`config.mk`:
```
export PLATFORM = sky130hd
export DESIGN_NAME = cpu_sysid_reader
export DESIGN_NICKNAME = d
export VERILOG_FILES = /design/src/rtl/cpu_sysid_reader.sv
export SDC_FILE = /design/constraint.sdc
export NUM_CORES = 1
export LEC_CHECK = 0
export BUFFER_PORTS_ARGS = -buffer_cell sky130_fd_sc_hd__buf_2
export CAP_MARGIN = 0
export CORE_MARGIN = 5
export CORE_UTILIZATION = 35
export DETAILED_ROUTE_END_ITERATION = 8
export PLACE_DENSITY_LB_ADDON = 0.25
export SYNTH_ARGS = -nofsm -noshare
export SYNTH_HDL_FRONTEND = slang
export SYNTH_SLANG_ARGS = --single-unit
```
`constraint.sdc`:
```
create_clock -name clock -period 2.8 [get_ports clock]
set_clock_uncertainty 0.05 [all_clocks]
set_input_delay 0.14 -clock clock [delete_from_list [all_inputs] [get_ports clock]]
set_output_delay 0.14 -clock clock [all_outputs]
set_load 0.1 [all_outputs]
```
`src/rtl/cpu_sysid_reader.sv`:
```
// rtl/cpu_sysid_reader.sv - Avalon-MM read master that checks the sysid slave against build-time values
module cpu_sysid_reader #(
    parameter logic [31:0] EXPECTED_ID    = 32'd2,
    parameter logic [31:0] EXPECTED_TS    = 32'd1498619909,
    parameter int          TIMEOUT_CYCLES = 255,
    parameter int          AUTO_START     = 1
) (
    input  logic        clock,
    input  logic        reset,
    input  logic        start,
    output logic        avm_address,
    output logic        avm_read,
    input  logic        avm_waitrequest,
    input  logic [31:0] avm_readdata,
    input  logic        avm_readdatavalid,
    output logic        busy,
    output logic        done,
    output logic        id_ok,
    output logic        ts_ok,
    output logic        pass,
    output logic        timeout,
    output logic [31:0] sys_id,
    output logic [31:0] sys_timestamp
);

    typedef enum logic [2:0] {
        IDLE  = 3'd0,
        RD_ID = 3'd1,
        WT_ID = 3'd2,
        RD_TS = 3'd3,
        WT_TS = 3'd4,
        FIN   = 3'd5
    } state_t;

    localparam logic [15:0] TIMEOUT_LIMIT = 16'(TIMEOUT_CYCLES);

    state_t      state;
    state_t      state_next;
    logic [15:0] cnt;
    logic [15:0] cnt_inc;
    logic        auto_pending;
    logic        in_xfer;
    logic        limit_hit;
    logic        take_id;
    logic        take_ts;
    logic        expire;

    always_comb begin
        state_next = state;
        take_id    = 1'b0;
        take_ts    = 1'b0;
        expire     = 1'b0;
        in_xfer    = (state == RD_ID) || (state == WT_ID) || (state == RD_TS) || (state == WT_TS);
        cnt_inc    = cnt + 16'd1;
        // cnt_inc counts the current cycle, so the limit fires on the TIMEOUT_CYCLES-th cycle
        limit_hit  = in_xfer && (cnt_inc == TIMEOUT_LIMIT);
        case (state)
            IDLE: begin
                if (start || auto_pending) state_next = RD_ID;
            end
            RD_ID: begin
                if (!avm_waitrequest && avm_readdatavalid) begin
                    take_id    = 1'b1;
                    state_next = RD_TS;
                end else if (limit_hit) begin
                    expire     = 1'b1;
                    state_next = FIN;
                end else if (!avm_waitrequest) begin
                    state_next = WT_ID;
                end
            end
            WT_ID: begin
                if (avm_readdatavalid) begin
                    take_id    = 1'b1;
                    state_next = RD_TS;
                end else if (limit_hit) begin
                    expire     = 1'b1;
                    state_next = FIN;
                end
            end
            RD_TS: begin
                if (!avm_waitrequest && avm_readdatavalid) begin
                    take_ts    = 1'b1;
                    state_next = FIN;
                end else if (limit_hit) begin
                    expire     = 1'b1;
                    state_next = FIN;
                end else if (!avm_waitrequest) begin
                    state_next = WT_TS;
                end
            end
            WT_TS: begin
                if (avm_readdatavalid) begin
                    take_ts    = 1'b1;
                    state_next = FIN;
                end else if (limit_hit) begin
                    expire     = 1'b1;
                    state_next = FIN;
                end
            end
            FIN:     state_next = IDLE;
            default: state_next = IDLE;
        endcase
    end

    always_ff @(posedge clock or posedge reset) begin
        if (reset) begin
            state         <= IDLE;
            cnt           <= 16'd0;
            auto_pending  <= (AUTO_START != 0);
            avm_read      <= 1'b0;
            avm_address   <= 1'b0;
            id_ok         <= 1'b0;
            ts_ok         <= 1'b0;
            timeout       <= 1'b0;
            sys_id        <= 32'd0;
            sys_timestamp <= 32'd0;
        end else begin
            state        <= state_next;
            auto_pending <= 1'b0;
            avm_read     <= (state_next == RD_ID) || (state_next == RD_TS);
            avm_address  <= (state_next == RD_TS) || (state_next == WT_TS);
            if (((state_next == RD_ID) || (state_next == RD_TS)) && (state_next != state)) begin
                cnt <= 16'd0;
            end else if (in_xfer) begin
                cnt <= cnt_inc;
            end
            // Latched words survive a rerun; only the verdict flags are cleared
            if ((state == IDLE) && (state_next == RD_ID)) begin
                id_ok   <= 1'b0;
                ts_ok   <= 1'b0;
                timeout <= 1'b0;
            end
            if (take_id) begin
                sys_id <= avm_readdata;
                id_ok  <= (avm_readdata == EXPECTED_ID);
            end
            if (take_ts) begin
                sys_timestamp <= avm_readdata;
                ts_ok         <= (avm_readdata == EXPECTED_TS);
            end
            if (expire) timeout <= 1'b1;
        end
    end

    assign busy = (state != IDLE);
    assign done = (state == FIN);
    assign pass = id_ok & ts_ok & ~timeout;

endmodule

```
; ---- Word level (Yosys, flattened, before mapping)
; Cells that the tools add are included.
[totals]
elab_cells = 70
output_inout_bits = 72
ff_bits = 89
[classes]
eq_ne = 12
n_addsub = 1
mux = 25
reduce_logical = 19
bitwise = 3
[ops]
columns = op, count
row1 = "equality test 32 x 2 -> 1 bit, second input constant", 1
row2 = "equality test 32 x 31 -> 1 bit, second input constant", 1
row3 = two-way mux 16 bit, 2
row4 = two-way mux 3 bit, 10
row5 = "adder 16 x 1 -> 16 bit, second input constant", 1
row6 = "equality test 16 x 8 -> 1 bit, second input constant", 1
row7 = case mux 3 bit (5 select lines), 1
row8 = "equality test 3 x 2 -> 1 bit, second input constant", 3
row9 = "equality test 3 bit, second input constant", 3
row10 = two-way mux 1 bit, 9
row11 = nonzero test 2 bit, 4
row12 = "equality test 3 x 1 -> 1 bit, second input constant", 2
row13 = logical OR 1 bit, 6
row14 = case mux 1 bit (2 select lines), 3
row15 = logical AND 1 bit, 4
row16 = OR reduction 2 bit, 2
row17 = zero test 3 bit, 1
row18 = inequality test 3 bit, 1
row19 = nonzero test 3 bit, 1
row20 = bitwise AND 1 bit, 2
row21 = zero test 1 bit, 1
row22 = NOT 1 bit, 1

; ---- Depth between registers and ports, before layout
[depth]
ltp_word = 12
depth_mapped = 9
ltp_nobuf = 8

; ---- Worst setup path after synthesis
; No wires, ideal clock.
[synth_path]
kind = flip-flop to flip-flop
from = reg state[0]
to = reg cnt[0]
arrival_time_ns = 2.685
n_path_buf = 2
path_slack_ns = -0.061
required_time_ns = 2.624
setup_time_ns = 0.126
stages_incl_launch_ff = 10
path_cell_list = dfrtp_1 -> buf_2 -> or3_1 -> nand2_1 -> nor2_1 -> o2111ai_2 -> o221a_2 -> a211oi_4 -> buf_6 -> a21oi_1
[synth_between]
elab_chain_cells = 12
word_cells_on_any_way = 27
[synth_rtl]
columns = item, line_no
row1 = "start, declared", 37  ; state_t state;
row2 = "start signal, assigned", 119  ; state <= state_next;
row3 = equality test 3 x 1 -> 1 bit / equality test 3 x 2 -> 1 bit (equally long branches), "53, 57"
row4 = logical OR 1 bit (3 in a row), 53  ; in_xfer = (state == RD_ID) || (state == WT_ID) || (state == RD_TS) || (state == WT_TS);
row5 = logical AND 1 bit, 56  ; limit_hit = in_xfer && (cnt_inc == TIMEOUT_LIMIT);
row6 = two-way mux 3 bit (on tied branches) (2 in a row), -
row7 = case mux 3 bit (5 select lines), 57  ; case (state)
row8 = equality test 3 x 1 -> 1 bit / equality test 3 x 2 -> 1 bit (equally long branches), 123  ; if (((state_next == RD_ID) || (state_next == RD_TS)) && (state_next != state)) begin
row9 = logical OR 1 bit, 123
row10 = logical AND 1 bit, 123
row11 = two-way mux 16 bit / nonzero test 2 bit (equally long branches), -
row12 = "end signal, assigned", 126  ; cnt <= cnt_inc;
row13 = "end, declared", 39  ; logic [15:0] cnt;
; Several ways; a longest one is shown, not always the timed one.
; A chain may end at the register's enable or synchronous reset.

; ---- Worst setup path after layout
[layout_path]
from = reg cnt[7]
to = reg cnt[1]
[layout_between]
elab_chain_cells = 10
word_cells_on_any_way = 18
[layout_rtl]
columns = item, line_no
row1 = adder 16 x 1 -> 16 bit (*), 54  ; cnt_inc = cnt + 16'd1;
row2 = equality test 16 x 8 -> 1 bit (*), 56
row3 = logical AND 1 bit (*), 56
row4 = two-way mux 3 bit (on tied branches) (2 in a row), -
row5 = case mux 3 bit (5 select lines) (*), 57
row6 = equality test 3 x 1 -> 1 bit / equality test 3 x 2 -> 1 bit (equally long branches), 123
row7 = logical OR 1 bit, 123
row8 = logical AND 1 bit (*), 123
row9 = two-way mux 16 bit / nonzero test 2 bit (equally long branches), -
; Mark *: on every way between the ends. The rest lies on a longest branch, timed or not.

==> flow_summary_export.csv <==
group,metric,value,unit
synth,synth_top_area_frac,0.551,
synth,synthMuxAreaShare,0.183,
cts,root_buffer,"clkbuf_16",
synth,syn-num-nets,360,
placement,pre_cts_slack,217,ps
routing,drt_first_pass_iters,6,
cts,path_clk_slew,60,ps
routing,viasPerCell,4.98,
hold_path,min_path_type,"in2reg",
synth,synth_common_cells,"dfrtp_1 (88), mux2_2 (65), nand2_1 (19), a21oi_1 (16), nor2_1 (15)",
routing,route.detailed.drc,0,
cts,clock_sinks,89,
synth,synth_compound_area_frac,0.0805,
cts,cts_buffer_depth,2,
run_status,status,"finished, final reports clean",
layout,syn2layout_area_growth,26.3,%
layout,final_util,0.446,
floorplanning,die_area,0.0137,mm2
layout,drive_gt1_frac,0.482,
timing,report.final.setup_viol,0,
floorplanning,die_y,117,um
synth,synth_top_family_by_area,"multiplexers",
global_routing,grt_pass1_vias,3020,
timing,worst_slew_pin_slew,665,ps
synth,syn_inst,321,
global_routing,antenna_found_initial,0,
worst_setup_path,worstPathRequired,2990,ps
routing,drt_iter0_markers,108,
placement,io_buffers,108,
timing,finalHoldViolations,0,
layout,final_nets,472,
synth,async_flop_share,1.00,
synth,synth_ff_type,"dfrtp_1",
worst_setup_path,cp.arrival,2740,ps
global_routing,grt_pass1_wl,15600,um
timing,max_freq,0.391,GHz
floorplanning,start_util,0.353,
timing,fin_crit,2560,ps
synth,synth_edf_count,0,
global_routing,grt_overflow,0,
timing,slew_violations,0,
synth,synth_top_area_cell,"dfrtp_1",
synth,synthesis.area,0.00400,mm2
routing,via_count,2894,
synth,synth-seq-cells,89,
cts,htree_levels,3,
routing,wirelength,9400,um
synth,synth_cell_type_count,52,
synth,synthTopCellsByArea,"dfrtp_1 (55%), mux2_2 (18%), xor2_1 (2.2%)",
synth,synth_xor_area_frac,0.0417,
synth,synth-simple-area-share,0.102,
floorplanning,die_w,117,um
synth,synthAdderAreaFrac,0.00626,
cts,cts_buffers,9,
synth,ys_seq_area_frac,0.558,
global_routing,grt_max_degree,54,
synth,yosysWarnings,0,
routing,drtAntennaViolNets,0,
global_routing,grt_use_total,0.147,
synth,synth_most_common_cell,"dfrtp_1",
timing,relSlewSlack,0.556,
cts,insertion_delay,340,ps
timing,setup_ws,241,ps
layout,diodes,0,
cts,tritoncts,"yes",
flow_run,max_cap_viol_count,0,
worst_setup_path,path_class,"reg2reg",
placement,dp_hpwl,6870,um
synth,syn_avg_cell_area,12.4,um2
routing,post_drt_wl_per_cell,16.2,um
floorplanning,core_region_area,0.0113,mm2
floorplanning,rows,39,
timing,finalCritPeriodShare,0.914,
worst_setup_path,cp_max_fo,17,
placement,place_congestion,0.856,
worst_setup_path,critPathCaptureType,"flip-flop",
worst_setup_path,critPathLaunchType,"flip-flop",
floorplanning,boundaryPins,109,
-- repair_timing --
item	in CTS	in global routing
endpoints found under the hold margin	37	0
gates resized for setup	0	5
setup endpoints to repair	0	1
hold buffers	2	0
setup buffers	0	1
-- layout make-up --
type / instances / area [um2]
fillers: 1086 / 6270
flip-flops and latches: 89 / 2230
multi-input cells: 208 / 1680
repair buffers: 117 / 626
clock buffers: 10 / 229
well taps: 143 / 179
clock inverters: 6 / 68.8
inverters: 8 / 31.3
-- worst paths after layout --
check	from	endpoint	slack, ps	cells past startpoint
max in group asynchronous	reset	auto_pending$_DFF_PP1_	1590	4
min in group asynchronous	reset	sys_id[16]$_DFFE_PP0P_	390	3
worst min-delay path	avm_readdata[19]	sys_id[19]$_DFFE_PP0P_	10	2
worst max-delay path	cnt[7]$_DFFE_PP0P_	cnt[1]$_DFFE_PP0P_	240	8
worst min register to register	sys_timestamp[12]$_DFFE_PP0P_	sys_timestamp[12]$_DFFE_PP0P_	450	1
worst max register to register	cnt[7]$_DFFE_PP0P_	cnt[1]$_DFFE_PP0P_	240	8
-- layout by cell type, fill, tap and decap left out, types with 2 or more instances in the layout --
master	count
buf_2	108
dfrtp_1	86
mux2_2	65
nand2_1	19
a21oi_1	16
nor2_1	15
nand4_1	10
xor2_1	10
xnor2_1	9
clkbuf_16	9
nor4_1	8
inv_1	7
nor3_1	6
o21ai_0	6
buf_4	6
nand3_1	5
clkinvlp_4	4
or3_1	2
and4_1	2
o41ai_2	2
a21o_1	2
ha_1	2
dfrtp_2	2
dlygate4sd3_1	2
-- per-stage QoR --
stage          instances  cell area (um2)  hold WS, ps  setup TNS [ps]
2_1_floorplan        321             4000          241               0
3_3_place_gp         562             4690          199               0
3_5_place_dp         562             4690          213               0
4_1_cts              580             5010         1.28               0
5_1_grt              581             5050         13.9          -0.264
6_report             581             5050         11.1               0
-- kinds of logic (layout without fill, tap and decap cells) --
| family | count (synthesis) | count (layout) |
|---|---|---|
| buffers and inverters | 24 | 141 |
| AND/OR/NAND/NOR | 78 | 78 |
| AO/OA/AOI/OAI | 43 | 43 |
| flip-flops | 89 | 89 |
| multiplexers | 65 | 65 |
| XOR/XNOR | 19 | 19 |
| other | 1 | 1 |
| adder cells (fa/ha/maj) | 2 | 2 |
-- per-layer routing --
layer / share of wire / GRT usage / vias to the layer above / routed length [um]
li1: - / - / 1382 / -
met1: 0.44 / 0.188 / 1434 / 4090
met2: 0.48 / 0.227 / 68 / 4520
met3: 0.069 / 0.0530 / 10 / 648
met4: 0.015 / 0.0573 / 0 / 138
met5: 0 / 0 / - / 0
-- critical path, stage by stage (launching register included) --
cell,delay (ps)
dfrtp_1,480
nand4_1,280
nor4_1,290
xnor2_1,190
o2111ai_2,260
o311ai_4,350
a211oi_4,60
buf_4,200
a221oi_1,280
-- sequential cells by signal (all words and copies together), names as in the netlist --
name,count
ts_ok,1
avm_read,1
id_ok,1
auto_pending,1
avm_address,1
sys_timestamp,32
state,3
timeout,1
sys_id,32
cnt,16
Power is left out: the tool's default activity adds up to more than one toggle a clock period on the data nets, which glitch-free logic cannot reach.
